**src/rtl/uart_alu_pkg.sv**
```systemverilog
// Shared types and constants for the UART ALU packet controller.
package uart_alu_pkg;

  localparam int unsigned HDR_BYTES = 4;
  localparam int unsigned LEN_W     = 16;

  typedef enum logic [7:0] {
    OP_ECHO = 8'hEC,
    OP_ADD  = 8'hA5,
    OP_MUL  = 8'h4C
  } opcode_e;

  typedef enum logic [2:0] {
    IDLE,
    HDR,
    ECHO,
    OPERAND,
    RESULT,
    DRAIN
  } state_e;

endpackage

```
**src/rtl/uart_alu_word_asm.sv**
```systemverilog
// Little-endian byte-to-word shift assembler; word_valid_o flags the byte that
// completes a word, with word_o already including that byte.
module uart_alu_word_asm #(
  parameter int unsigned OPW = 32
) (
  input  logic           clk_i,
  input  logic           rst_i,
  input  logic           clr_i,
  input  logic [7:0]     byte_i,
  input  logic           byte_valid_i,
  output logic [OPW-1:0] word_o,
  output logic           word_valid_o
);

  localparam int unsigned NB = OPW / 8;
  localparam int unsigned IW = (NB > 1) ? $clog2(NB) : 1;

  logic [OPW-1:0] shift_q, shift_d;
  logic [IW-1:0]  cnt_q, cnt_d;
  logic           last_byte;

  assign last_byte    = (cnt_q == IW'(NB - 1));
  // New bytes enter at the top so the first byte ends up in the LSBs.
  assign word_o       = OPW'({byte_i, shift_q} >> 8);
  assign word_valid_o = byte_valid_i && !clr_i && last_byte;

  always_comb begin
    shift_d = shift_q;
    cnt_d   = cnt_q;
    if (clr_i) begin
      shift_d = '0;
      cnt_d   = '0;
    end else if (byte_valid_i) begin
      shift_d = word_o;
      cnt_d   = last_byte ? '0 : cnt_q + 1'b1;
    end
  end

  always_ff @(posedge clk_i) begin
    if (rst_i) begin
      shift_q <= '0;
      cnt_q   <= '0;
    end else begin
      shift_q <= shift_d;
      cnt_q   <= cnt_d;
    end
  end

endmodule

```
**src/rtl/uart_alu_pkt_ctrl.sv**
```systemverilog
// Packet controller between uart_rx and uart_tx: header parse, echo, add/reduce.
// Optional multiply opcode enabled by defining UART_ALU_MUL_EN.
module uart_alu_pkt_ctrl
  import uart_alu_pkg::*;
#(
  parameter int unsigned DATA_WIDTH = 8,
  parameter int unsigned OPW        = 32
) (
  input  logic                  clk_i,
  input  logic                  rst_i,
  input  logic [DATA_WIDTH-1:0] s_axis_tdata,
  input  logic                  s_axis_tvalid,
  output logic                  s_axis_tready,
  output logic [DATA_WIDTH-1:0] m_axis_tdata,
  output logic                  m_axis_tvalid,
  input  logic                  m_axis_tready,
  output logic                  busy_o,
  output logic                  err_o
);

  localparam int unsigned NB  = OPW / 8;
  localparam int unsigned IW  = (NB > 1) ? $clog2(NB) : 1;
  localparam int unsigned HCW = $clog2(HDR_BYTES);
  localparam logic [LEN_W-1:0] NB_L = LEN_W'(NB);

  state_e           state_q, state_d;
  logic [HCW-1:0]   hdr_cnt_q, hdr_cnt_d;
  logic [7:0]       op_q, op_d;
  logic [7:0]       len_lo_q, len_lo_d;
  logic [LEN_W-1:0] rem_q, rem_d;
  logic [OPW-1:0]   acc_q, acc_d;
  logic             first_q, first_d;
  logic [IW-1:0]    idx_q, idx_d;
  logic             err_q, err_d;

  logic [LEN_W-1:0] len_full, pay_len;
  logic             is_alu;
  logic [OPW-1:0]   alu_word;
  logic [7:0]       res_byte;
  logic             asm_clr, asm_word_v;
  logic [OPW-1:0]   asm_word;

  assign len_full = {s_axis_tdata, len_lo_q};
  assign pay_len  = len_full - LEN_W'(HDR_BYTES);
  assign res_byte = 8'(acc_q >> {idx_q, 3'b000});

`ifdef UART_ALU_MUL_EN
  assign is_alu   = (op_q == OP_ADD) || (op_q == OP_MUL);
  assign alu_word = (op_q == OP_MUL) ? acc_q * asm_word : acc_q + asm_word;
`else
  assign is_alu   = (op_q == OP_ADD);
  assign alu_word = acc_q + asm_word;
`endif

  uart_alu_word_asm #(.OPW(OPW)) u_word_asm (
    .clk_i        (clk_i),
    .rst_i        (rst_i),
    .clr_i        (asm_clr),
    .byte_i       (s_axis_tdata),
    .byte_valid_i (s_axis_tvalid),
    .word_o       (asm_word),
    .word_valid_o (asm_word_v)
  );

  always_comb begin
    state_d       = state_q;
    hdr_cnt_d     = hdr_cnt_q;
    op_d          = op_q;
    len_lo_d      = len_lo_q;
    rem_d         = rem_q;
    acc_d         = acc_q;
    first_d       = first_q;
    idx_d         = idx_q;
    err_d         = 1'b0;
    asm_clr       = 1'b1;
    s_axis_tready = 1'b0;
    m_axis_tvalid = 1'b0;
    m_axis_tdata  = '0;

    case (state_q)
      IDLE, HDR: begin
        s_axis_tready = 1'b1;
        if (s_axis_tvalid) begin
          hdr_cnt_d = hdr_cnt_q + 1'b1;
          state_d   = HDR;
          if (hdr_cnt_q == '0) op_d = s_axis_tdata;
          if (hdr_cnt_q == HCW'(2)) len_lo_d = s_axis_tdata;
          if (hdr_cnt_q == HCW'(HDR_BYTES - 1)) begin
            hdr_cnt_d = '0;
            rem_d     = pay_len;
            first_d   = 1'b1;
            idx_d     = '0;
            if (len_full < LEN_W'(HDR_BYTES)) begin
              err_d   = 1'b1;
              state_d = IDLE;
            end else if (pay_len == '0) begin
              err_d   = (op_q != OP_ECHO);
              state_d = IDLE;
            end else if (op_q == OP_ECHO) begin
              state_d = ECHO;
            end else if (is_alu && ((pay_len % NB_L) == '0)) begin
              state_d = OPERAND;
            end else begin
              err_d   = 1'b1;
              state_d = DRAIN;
            end
          end
        end
      end

      ECHO: begin
        m_axis_tdata  = s_axis_tdata;
        m_axis_tvalid = s_axis_tvalid;
        s_axis_tready = m_axis_tready;
        if (s_axis_tvalid && m_axis_tready) begin
          rem_d = rem_q - 1'b1;
          if (rem_q == LEN_W'(1)) state_d = IDLE;
        end
      end

      OPERAND: begin
        s_axis_tready = 1'b1;
        asm_clr       = 1'b0;
        if (s_axis_tvalid) begin
          rem_d = rem_q - 1'b1;
          if (asm_word_v) begin
            acc_d   = first_q ? asm_word : alu_word;
            first_d = 1'b0;
          end
          if (rem_q == LEN_W'(1)) state_d = RESULT;
        end
      end

      RESULT: begin
        m_axis_tvalid = 1'b1;
        m_axis_tdata  = res_byte;
        if (m_axis_tready) begin
          idx_d = idx_q + 1'b1;
          if (idx_q == IW'(NB - 1)) begin
            idx_d   = '0;
            state_d = IDLE;
          end
        end
      end

      DRAIN: begin
        s_axis_tready = 1'b1;
        if (s_axis_tvalid) begin
          rem_d = rem_q - 1'b1;
          if (rem_q == LEN_W'(1)) state_d = IDLE;
        end
      end

      default: state_d = IDLE;
    endcase

    // Outputs sit at their reset values for the whole time rst_i is high.
    if (rst_i) begin
      asm_clr       = 1'b1;
      s_axis_tready = 1'b0;
      m_axis_tvalid = 1'b0;
      m_axis_tdata  = '0;
    end
  end

  assign busy_o = !rst_i && (state_q != IDLE);
  assign err_o  = !rst_i && err_q;

  always_ff @(posedge clk_i) begin
    if (rst_i) begin
      state_q   <= IDLE;
      hdr_cnt_q <= '0;
      op_q      <= '0;
      len_lo_q  <= '0;
      rem_q     <= '0;
      acc_q     <= '0;
      first_q   <= 1'b0;
      idx_q     <= '0;
      err_q     <= 1'b0;
    end else begin
      state_q   <= state_d;
      hdr_cnt_q <= hdr_cnt_d;
      op_q      <= op_d;
      len_lo_q  <= len_lo_d;
      rem_q     <= rem_d;
      acc_q     <= acc_d;
      first_q   <= first_d;
      idx_q     <= idx_d;
      err_q     <= err_d;
    end
  end

endmodule

```
**config.mk**
```make
export PLATFORM = sky130hd
export DESIGN_NAME = uart_alu_pkt_ctrl
export DESIGN_NICKNAME = d
export VERILOG_FILES = /design/src/rtl/uart_alu_pkg.sv /design/src/rtl/uart_alu_word_asm.sv /design/src/rtl/uart_alu_pkt_ctrl.sv
export SDC_FILE = /design/constraint.sdc
export NUM_CORES = 1
export LEC_CHECK = 0
export ABC_AREA = 1
export BUFFER_PORTS_ARGS = -buffer_cell sky130_fd_sc_hd__buf_2
export CELL_PAD_IN_SITES_DETAIL_PLACEMENT = 0
export CELL_PAD_IN_SITES_GLOBAL_PLACEMENT = 2
export CORE_AREA = 2 2 146 148
export CTS_BUF_LIST = sky130_fd_sc_hd__clkbuf_2
export DETAILED_ROUTE_END_ITERATION = 8
export DIE_AREA = 0 0 148 150
export GPL_TIMING_DRIVEN = 0
export MAX_ROUTING_LAYER = met4
export PLACE_DENSITY_LB_ADDON = 0.1
export SETUP_SLACK_MARGIN = 0.5
export SKIP_CTS_REPAIR_TIMING = 1
export SYNTH_ARGS = -nofsm -noshare
export SYNTH_HDL_FRONTEND = slang
export SYNTH_SLANG_ARGS = --single-unit
```
**constraint.sdc**
```tcl
create_clock -name clk_i -period 2.4 [get_ports clk_i]
set_input_delay 0.12 -clock clk_i [delete_from_list [all_inputs] [get_ports clk_i]]
set_output_delay 0.12 -clock clk_i [all_outputs]
set_load 0.05 [all_outputs]
```
==> metrics.txt, run 1 <==
Static Leak between 4 and 5 nW; period utilisation layout between 90% and 100%; CP peak stage delay ~440 ps; post-synthesis instance total about 1,100; CTS tree done; CP Max Fanout 5; combinational share of power approximately 20%; DIE HEIGHT roughly 150 um; Antenna Nets Post-Route 0; maximum vdd drop ~220 uV; Tightest Pin Transition around 840 ps; initial antenna violation count 1; post-synthesis register bit count 99; relative slew slack a little over two fifths; DR vias just under 8,000; Switching Fraction roughly 37%; core area just over 20,000 um^2; Req. time, crit path 2280 ps; met1 Resource Use GR 37.11%; PD cells between 300 and 400 nW/um^2; Post-synth EDFFs 0; CP endpoint kind output pin; status finished clean; Ports 24; Seq/Total Area, Yosys about 28%; post-synthesis cell type count 40; maxcap violations 0; sequential power share roughly 53%; DRT iter0 DRCs approximately 480; Max Slew Vio Count 0; cell-internal power just over 0.002 W; Slowest cell on crit path dfxtp_4; GPL Wtd Cong around 0.9; drt total wl 28,930 um; Synth Cell Area between 7000 and 8000 um^2; clock tree root buffer cell clkbuf_2; gr usage total 26.38%; H-tree levels 3; Critical Path AT 2100 ps; Final Hold Viols 0; Total Power 0.003252 W; row count 53; Area Growth Syn to Fin 32.52%; CP cell instances inv_6 -> nand3_4 -> nor2_4 -> inv_4 -> a221o_1 -> o21ai_2 -> buf_6; met2 global-route usage about two fifths; Async S/R FF share, synth 0%; Die W around 150 um; final routed DRC violation total 0; DR WL/cell 19.03 um; syn_nets 1,200; cell family with most CP delay compound AO/OA/AOI/OAI gates; Peak Freq around 450 MHz; Vias/cell 5.222; dpl hpwl around 22,000 um; final setup vio count 0; Max clock buf depth 2; first drt pass iteration count 6; nature of the critical path startpoint register; clk_lat worst skew roughly 660 ps; Layout fillers roughly 2,300; starting density of the core around 34%; busiest metal layer after global routing met2; share of cells above drive strength 1 around 30%; Worst-path clk slew between 300 and 400 ps; fin crit period roughly 2200 ps; Setup Skew about 41 ps; top_reg_cell synth dfxtp_1; RSZ-0062 raised after global routing yes; Sink Count 99; Psw 0.001199 W; Ys Warns 0; port buffer count 21; met3 Use GR 3.232%; number of buffers created by CTS 9; Mean Syn Cell Area roughly 6.2 um^2; first-pass GRT wire length 42,850 um; total die area 22,200 um^2; Crit Path Class reg -> out; nets around 1,300; HP Class in -> reg; CP bufs+invs 3; largest net degree at the start of global routing 20; clock power share ~28%; grt ovf 0; setup TNS 0 ps; vias in the first global route about 7,200
-- synthesized netlist by cell type, types with 2 or more instances --
master	n	area (um^2)
nand4_1	7	43.79
or2_2	3	18.77
o21a_1	3	22.52
o22ai_1	3	18.77
clkbuf_1	27	101.4
nor2_1	131	491.7
buf_2	6	30.03
o21ai_1	8	40.04
buf_6	3	33.78
nor2_2	5	31.28
xnor2_1	2	17.52
a31oi_1	7	43.79
a211oi_1	6	45.04
a21oi_1	158	790.8
o21ai_0	77	385.4
xor2_1	21	183.9
inv_1	108	405.4
a221o_1	2	20.02
nor3_1	16	80.08
ha_1	40	500.5
o211ai_1	10	75.07
inv_2	6	22.52
a32o_1	2	20.02
o21bai_1	3	22.52
nand2_1	306	1149
nand3_1	69	345.3
dfxtp_1	99	1982
a21o_1	3	22.52
buf_1	5	18.77
-- sequential cells by signal (all words and copies together), names as in the netlist, 3 cells and up --
name,count
acc_q,32
len_lo_q,8
op_q,8
rem_q,16
state_q,3
u_word_asm.shift_q,24
-- through the flow --
stage	util [%]	instances	hold WS (ps)	setup WS, ps	area, um^2
after floorplan	-	1147	260.5	407.3	7079
after global placement	36.39	1443	450.2	-160.8	7528
after detailed placement	36.39	1443	444.9	-168.8	7528
after CTS	36.96	1459	-264.9	-701.1	7646
after global routing	45.32	1520	8.490	78.91	9376
final	45.32	1520	36.59	182.1	9376
-- layout by cell type, fill, tap and decap left out, drive strengths merged --
cell type / instances
a211oi: 6
nand3: 70
a221oi: 2
nor4: 1
xnor2: 2
clkinvlp: 3
ha: 40
clkbuf: 37
a31oi: 7
diode: 2
a21oi: 159
o22ai: 3
nor2: 136
nand4: 7
dfxtp: 99
a221o: 2
nand2: 306
a32o: 2
dlygate4sd3: 9
inv: 118
buf: 84
o211ai: 10
fa: 1
nand3b: 1
a21o: 3
or2: 3
o31ai: 1
o21a: 3
nor3: 18
o21ai: 85
xor2: 21
o21bai: 3
clkinv: 1
-- cells by family after synthesis --
family / synth area share, %
AND/OR/NAND/NOR: 31.23
AO/OA/AOI/OAI: 21.86
buffers and inverters: 8.700
flip-flops: 28.01
adder cells (fa/ha/maj): 7.356
XOR/XNOR: 2.847
-- metal layers --
metal	part of all wire [%]	vias to the layer above	wire, um
met1	50	3785	14430
li1	-	3989	-
met3	3.5	20	1012
met4	1.5	0	420
met5	0	-	0
met2	45	143	13070
-- worst paths after layout --
path | cells after the start | slack, ps | end | startpoint
worst max register to register | 12 | 220 | acc_q[14] | u_word_asm.shift_q[8]
worst min register to register | 2 | 470 | op_q[5] | op_q[5]
worst min-delay path | 4 | 40 | u_word_asm.shift_q[29] | s_axis_tdata[5]
worst max-delay path | 7 | 180 | m_axis_tdata[3] | state_q[1]
-- power groups by stage --
| stage | combinational [W] | sequential, W | clock, W |
|---|---|---|---|
| after floorplan | 0.000378 | 0.00174 | 0 |
| after global placement | 0.000557 | 0.00175 | 0 |
| after global routing | 0.000716 | 0.00171 | 0.000969 |
| after detailed placement | 0.000551 | 0.00175 | 0 |
| after CTS | 0.000554 | 0.00173 | 0.000911 |
| final | 0.000650 | 0.00171 | 0.000895 |
-- worst register-to-register path: stages, from the launching register on --
cell	delay [ps]
dfxtp_2	440
ha_4	160
inv_2	40
fa_2	390
o21ai_4	230
nand2_2	100
nand2_4	110
nand3_4	100
nand2_8	120
buf_6	100
xor2_1	130
nand2_1	100
a21oi_2	130
-- area by class of cell --
cell class,instances,area [um^2],area share (%)
multi-input cells,892,5466,58.30
flip-flops and latches,99,2111,22.51
repair buffers,80,660.6,7.046
inverters,115,449.2,4.791
well taps,275,344.1,3.670
plain buffers,41,222.7,2.375
clock inverters,7,72.57,0.7740
clock buffers,9,45.04,0.4804
diodes,2,5.005,0.05338
No activity file was read; power rests on OpenSTA's default activity.
==> run 2: changes to the inputs <==
==> constraint.sdc (replaced) <==
create_clock -name clk_i -period 2.4 [get_ports clk_i]
set_input_delay 0.12 -clock clk_i [delete_from_list [all_inputs] [get_ports clk_i]]
set_output_delay 0.12 -clock clk_i [all_outputs]
set_load 0.02 [all_outputs]
==> run 2 against run 1 <==
Effect of this change:
- clock power decreased by 1%
- flip-flop and latch count unchanged
- clock skew decreased by 8.0 ps
- register-to-register slack improved by 60 ps
- critical path depth unchanged
- fmax increased by 2.9%
- combinational power decreased by 1%
- first-iteration DRC count decreased by 15%
- non-clock buffer count decreased by 10
- critical endpoint unchanged
- largest cell class unchanged
==> metrics.txt, run 2 (same netlist as run 1, synthesis figures left out) <==
Max Slew Vio Count 0 (unchanged); starting density of the core 34.20% (unchanged); GPL Wtd Cong 0.9175 (unchanged); H-tree levels 3 (unchanged); RSZ-0062 raised after global routing yes (unchanged); first-pass GRT wire length 42,850 um (unchanged); hold path start s_axis_tdata[6] (was s_axis_tdata[5]); HP Class in -> reg (unchanged); Die W 148 um (unchanged); hold path cells 4 (unchanged); Final Hold Viols 0 (unchanged); clock tree root buffer cell clkbuf_2 (unchanged); Non-Filler Instances 1,510 (was 1,520); Static Leak 3.867 nW (was 4.045 nW); max FFs per register 32 (unchanged); drt total wl 28,720 um (was 28,930 um); vias in the first global route 7,209 (unchanged); Layout fillers 2,315 (was 2,277); Slowest cell on crit path dfxtp_4 (unchanged); Area Growth Syn to Fin 27.09% (was 32.52%); CTS tree done (unchanged); clk_lat worst skew 660 ps (about the same); first drt pass iteration count 4 (was 6); nets 1,281 (was 1,291); CP endpoint kind output pin (unchanged); Antenna Nets Post-Route 0 (unchanged); Largest Register acc_q (unchanged); DIE HEIGHT 150 um (unchanged); Reg2Reg Depth 13 (was 12); FF-to-FF setup slack 280 ps (was 220 ps); reg-to-reg endpoint acc_q[22] (was acc_q[14]); biggest registers after layout acc_q: 32 flops, u_word_asm.shift_q: 24 flops, rem_q: 16 flops (unchanged); DRT iter0 DRCs 408 (was 481); Req. time, crit path 2280 ps (about the same); Min Hold Slack 26.88 ps (was 36.59 ps); CP Max Fanout 5 (unchanged); DR WL/cell 19.02 um (was 19.03 um); Worst-path clk slew 340 ps (about the same); final routed DRC violation total 0 (unchanged); core area 20,690 um^2 (unchanged); Crit Path Class reg -> out (unchanged); relative slew slack 44.96% (was 43.99%); final setup vio count 0 (unchanged); grt ovf 0 (unchanged); CP cell instances inv_6 -> nand3_4 -> nor2_4 -> inv_4 -> a221o_1 -> o21ai_2 -> buf_6 (unchanged); period utilisation layout 89.85% (was 92.41%); most frequent cells in the layout 269 x nand2_1, 128 x a21oi_1, 106 x nor2_1 (was 253 x nand2_1, 123 x a21oi_1, 102 x nor2_1); cell family with most CP delay flip-flops (was compound AO/OA/AOI/OAI gates); Setup Skew 32.96 ps (was 40.95 ps); share of cells above drive strength 1 25.39% (was 30.33%); DR vias 7,813 (was 7,937); initial antenna violation count 1 (unchanged); Peak Freq 463.8 MHz (was 450.9 MHz); Critical Path AT 2040 ps (was 2100 ps); Tightest Pin Transition 825.6 ps (was 840.2 ps); nature of the critical path startpoint register (unchanged); maximum vdd drop 212.8 uV (was 217.9 uV); Max clock buf depth 2 (unchanged); total die area 22,200 um^2 (unchanged); Vias/cell 5.174 (was 5.222); Ports 24 (unchanged); port buffer count 21 (unchanged); hold endpoint u_word_asm.shift_q[30] (was u_word_asm.shift_q[29]); commonest non-fill, non-tap cell in the layout nand2_1 (unchanged); Sink Count 99 (unchanged); dpl hpwl 22,310 um (unchanged); largest net degree at the start of global routing 20 (unchanged); PD cells 360.9 nW/um^2 (was 346.8 nW/um^2); reg2reg start u_word_asm.shift_q[8] (unchanged); dpl cells 1,443 (unchanged); number of buffers created by CTS 9 (unchanged); setup TNS 0 ps (unchanged); gr usage total 26.38% (unchanged); fin crit period 2156 ps (was 2218 ps); row count 53 (unchanged); status finished clean (unchanged); maxcap violations 0 (unchanged); CP peak stage delay 440 ps (about the same); CP bufs+invs 3 (unchanged)
==> run 2: layout make-up <==
| type | instances | area (um^2) | share of cell area (%) |
|---|---|---|---|
| buffer | 41 | 220.2 | 2.449 |
| antenna | 2 | 5.005 | 0.05566 |
| sequential | 99 | 2078 | 23.11 |
| tap | 275 | 344.1 | 3.826 |
| timing repair buffer | 70 | 560.5 | 6.233 |
| multi-input combinational | 892 | 5215 | 57.99 |
| inverter | 115 | 451.7 | 5.023 |
| clock buffer | 9 | 45.04 | 0.5009 |
| clock inverter | 7 | 72.57 | 0.8070 |
==> run 2: how the worst max path moves through the flow <==
stage	cells past startpoint	startpoint	to	slack [ps]
after floorplan	13	u_word_asm.shift_q[8]	acc_q[20]	520
after global placement	13	acc_q[0]	acc_q[28]	-160
after detailed placement	13	acc_q[0]	acc_q[28]	-170
after CTS	7	state_q[1]	m_axis_tdata[3]	-600
after global routing	12	u_word_asm.shift_q[8]	acc_q[14]	130
final	7	state_q[1]	m_axis_tdata[3]	240
==> run 2: worst reg2reg max path, stage by stage (launching register included) <==
cell and delay (ps):
dfxtp_2 440, ha_4 160, inv_2 40, fa_2 390, o21ai_4 210, nand2_2 90
nand2_4 100, nand3_4 80, nand2_4 120, nand2_1 80, nand3_1 70, nand3_1 110
nand2_1 90, a21oi_1 50
==> run 2: report_power, final <==
part           leakage (nW)  internal [W]  switching [W]
registers             0.828       0.00168      0.0000388
clock network        0.0629      0.000168       0.000718
logic                  2.98      0.000213       0.000430
==> run 2: per-layer routing <==
| metal | track usage, % | share of wire (%) | up-vias | routed length, um |
|---|---|---|---|---|
| li1 | - | - | 3964 | - |
| met1 | 37.11 | 50 | 3687 | 14270 |
| met2 | 41.11 | 45 | 142 | 12960 |
| met3 | 3.232 | 3.9 | 20 | 1108 |
| met4 | 4.762 | 1.3 | 0 | 382 |
| met5 | - | 0 | - | 0 |
==> run 2: stage by stage <==
step / area (um^2) / power (W) / setup slack [ps] / util, %
CTS: 7646 / 0.003184 / -601.8 / 36.96
finish: 8992 / 0.003246 / 243.7 / 43.46
global placement: 7528 / 0.002304 / -160.8 / 36.39
floorplan: 7079 / 0.002115 / 517.1 / -
detailed placement: 7528 / 0.002296 / -168.8 / 36.39
global route: 8992 / 0.003407 / 126.3 / 43.46
==> run 3: changes to the inputs <==
--- a/config.mk
+++ b/config.mk
@@ -10,7 +10,7 @@
 export CELL_PAD_IN_SITES_DETAIL_PLACEMENT = 0
 export CELL_PAD_IN_SITES_GLOBAL_PLACEMENT = 2
 export CORE_AREA = 2 2 146 148
-export CTS_BUF_LIST = sky130_fd_sc_hd__clkbuf_2
+export CTS_BUF_LIST = sky130_fd_sc_hd__clkbuf_4
 export DETAILED_ROUTE_END_ITERATION = 8
 export DIE_AREA = 0 0 148 150
 export GPL_TIMING_DRIVEN = 0
==> run 3 against run 2 <==
Effect of this change:
- largest cell class unchanged
- clock power rose by 9.8%
- register-to-register slack hardly changed
- critical path depth grew 6
- first-iteration DRC count rose by 7.6%
- final area is 1.8% higher
- the flow now finishes with violations (hold timing)
- die area did not move
- worst setup slack better by 38 ps
- non-clock buffer count fell by 6
- total power rose by 2.7%
- utilization is 0.78 points higher
==> metrics.txt, run 3 (same netlist as run 1, synthesis figures left out) <==
commonest non-fill, non-tap cell in the layout nand2_1 (unchanged); clock power share 29.2% (was 27.3%); Worst-path clk slew 200 ps (was 340 ps); setup TNS 0 ps (unchanged); cell family with most CP delay simple AND/OR/NAND/NOR gates (was flip-flops); Largest Register acc_q (unchanged); number of buffers created by CTS 9 (unchanged); Final Hold Viols 1 (was 0); dpl cells 1,443 (unchanged); Min Hold Slack -6.402 ps (was 26.88 ps); gr usage total 26.33% (was 26.38%); clk_lat worst skew 510 ps (was 660 ps); Crit Path Class reg -> reg (was reg -> out); fin crit period 2119 ps (was 2156 ps); total die area 22,200 um^2 (unchanged); maxcap violations 0 (unchanged); DR vias 7,828 (was 7,813); row count 53 (unchanged); met2 routed WL 13,170 um (was 12,960 um); Sink Count 99 (unchanged); clock tree root buffer cell clkbuf_4 (was clkbuf_2); CTS tree done (unchanged); failing checks hold timing; Slowest cell on crit path dfxtp_4 (unchanged); first drt pass iteration count 5 (was 4); Antenna Nets Post-Route 0 (unchanged); DIE HEIGHT 150 um (unchanged); RSZ-0062 raised after global routing yes (unchanged); HP Class in -> reg (unchanged); period utilisation layout 88.27% (was 89.85%); Tightest Pin Transition 826.4 ps (was 825.6 ps); final routed DRC violation total 0 (unchanged); grt ovf 0 (unchanged); starting density of the core 34.20% (unchanged); final setup vio count 0 (unchanged); Critical Path AT 2520 ps (was 2040 ps); CP cell instances ha_4 -> inv_2 -> fa_2 -> o21ai_4 -> nand2_2 -> nand2_4 -> nand3_4 -> nand2_4 -> nand2_1 -> nand3_1 -> nand3_2 -> nand2_1 -> a21oi_1 (was inv_6 -> nand3_4 -> nor2_4 -> inv_4 -> a221o_1 -> o21ai_2 -> buf_6); DRT iter0 DRCs 439 (was 408); sequential power share 51.4% (was 52.9%); nature of the critical path startpoint register (unchanged); Static Leak 3.899 nW (was 3.867 nW); Top Metal Used met4 (unchanged); CP peak stage delay 410 ps (was 440 ps); core area 20,690 um^2 (unchanged); port buffer count 21 (unchanged); fin util 44.24% (was 43.46%); WL met1 14,320 um (was 14,270 um); DR WL/cell 19.23 um (was 19.02 um); first-pass GRT wire length 42,810 um (was 42,850 um); relative slew slack 44.90% (was 44.96%); Switching Fraction 36.16% (was 36.57%); Max Slew Vio Count 0 (unchanged); Max clock buf depth 2 (unchanged); Peak Freq 472.0 MHz (was 463.8 MHz); CP bufs+invs 1 (was 3); largest net degree at the start of global routing 20 (unchanged); biggest registers after layout acc_q: 32 flops, u_word_asm.shift_q: 24 flops, rem_q: 16 flops (unchanged); Total Power 0.003333 W (was 0.003246 W); Psw 0.001205 W (was 0.001187 W); Req. time, crit path 2800 ps (was 2280 ps); share of cells above drive strength 1 28.28% (was 25.39%); Non-Filler Instances 1,504 (was 1,510); combinational share of power 19.4% (was 19.8%); nets 1,275 (was 1,281); status finished, violations left (was finished clean); dpl hpwl 22,310 um (unchanged); CP Max Fanout 3 (was 5); GPL Wtd Cong 0.9175 (unchanged); drt total wl 28,930 um (was 28,720 um); FF-to-FF setup slack 280 ps (about the same); Detail Route met3 WL 1022 um (was 1108 um); max FFs per register 32 (unchanged); H-tree levels 3 (unchanged); Area Growth Syn to Fin 29.37% (was 27.09%); PD cells 364.1 nW/um^2 (was 360.9 nW/um^2); Setup Skew 21.50 ps (was 32.96 ps); cell-internal power 0.002128 W (was 0.002059 W); maximum vdd drop 243.1 uV (was 212.8 uV); vias in the first global route 7,217 (was 7,209); CP endpoint kind register (was output pin); Ports 24 (unchanged); initial antenna violation count 1 (unchanged); most frequent cells in the layout 261 x nand2_1, 124 x a21oi_1, 103 x nor2_1 (was 269 x nand2_1, 128 x a21oi_1, 106 x nor2_1); Vias/cell 5.205 (was 5.174); Die W 148 um (unchanged)
[run 3: cell count changes in the layout (fill, tap and decap cells not counted), moves of 6 or more]
cell      previous run  this run
buf_2               14        20
clkbuf_2            12         5
clkbuf_4             4        12
ha_1                24        17
ha_4                 8        14
nand2_1            269       261
nand2_2             26        32
nand3_1             59        52
[run 3: worst paths after layout]
kind,start,end,cells after the start
max,u_word_asm.shift_q[8],acc_q[22],13
max reg2reg,u_word_asm.shift_q[8],acc_q[22],13
min,s_axis_tdata[7],u_word_asm.shift_q[31],3
min reg2reg,op_q[5],op_q[5],2
[run 3: through the flow]
stage / setup WS [ps] / instance area (um^2)
floorplan: 517.1 / 7079
global placement: -160.8 / 7528
detailed placement: -168.8 / 7528
CTS: -386.2 / 7669
global route: 157.7 / 9154
finish: 281.5 / 9154
[run 3: power by group through the flow]
stage	Clock [W]	Combinational, W	Sequential, W
CTS	0.000978	0.000548	0.00172
global placement	0	0.000552	0.00175
global route	0.00104	0.000711	0.00172
detailed placement	0	0.000545	0.00175
floorplan	0	0.000373	0.00174
finish	0.000973	0.000647	0.00171
[run 3: area by class of cell]
class	instances	area, um^2
Antenna cell	2	5.005
Buffer	41	217.7
Clock buffer	9	67.56
Clock inverter	7	72.57
Fill cell	2296	11540
Inverter	115	457.9
Multi-Input combinational cell	892	5419
Sequential cell	99	2076
Tap cell	275	344.1
Timing Repair Buffer	64	494.2
[run 3: tightest hold or removal path: stages]
cell     delay [ps]
buf_2           190
a21oi_1         100
nor2_1           80
[run 3: metal layers]
| metal | vias up | global-route usage [%] |
|---|---|---|
| met3 | 25 | 3.232 |
| met1 | 3706 | 37.14 |
| met5 | - | - |
| met4 | 0 | 4.476 |
| met2 | 135 | 41.04 |
| li1 | 3962 | - |
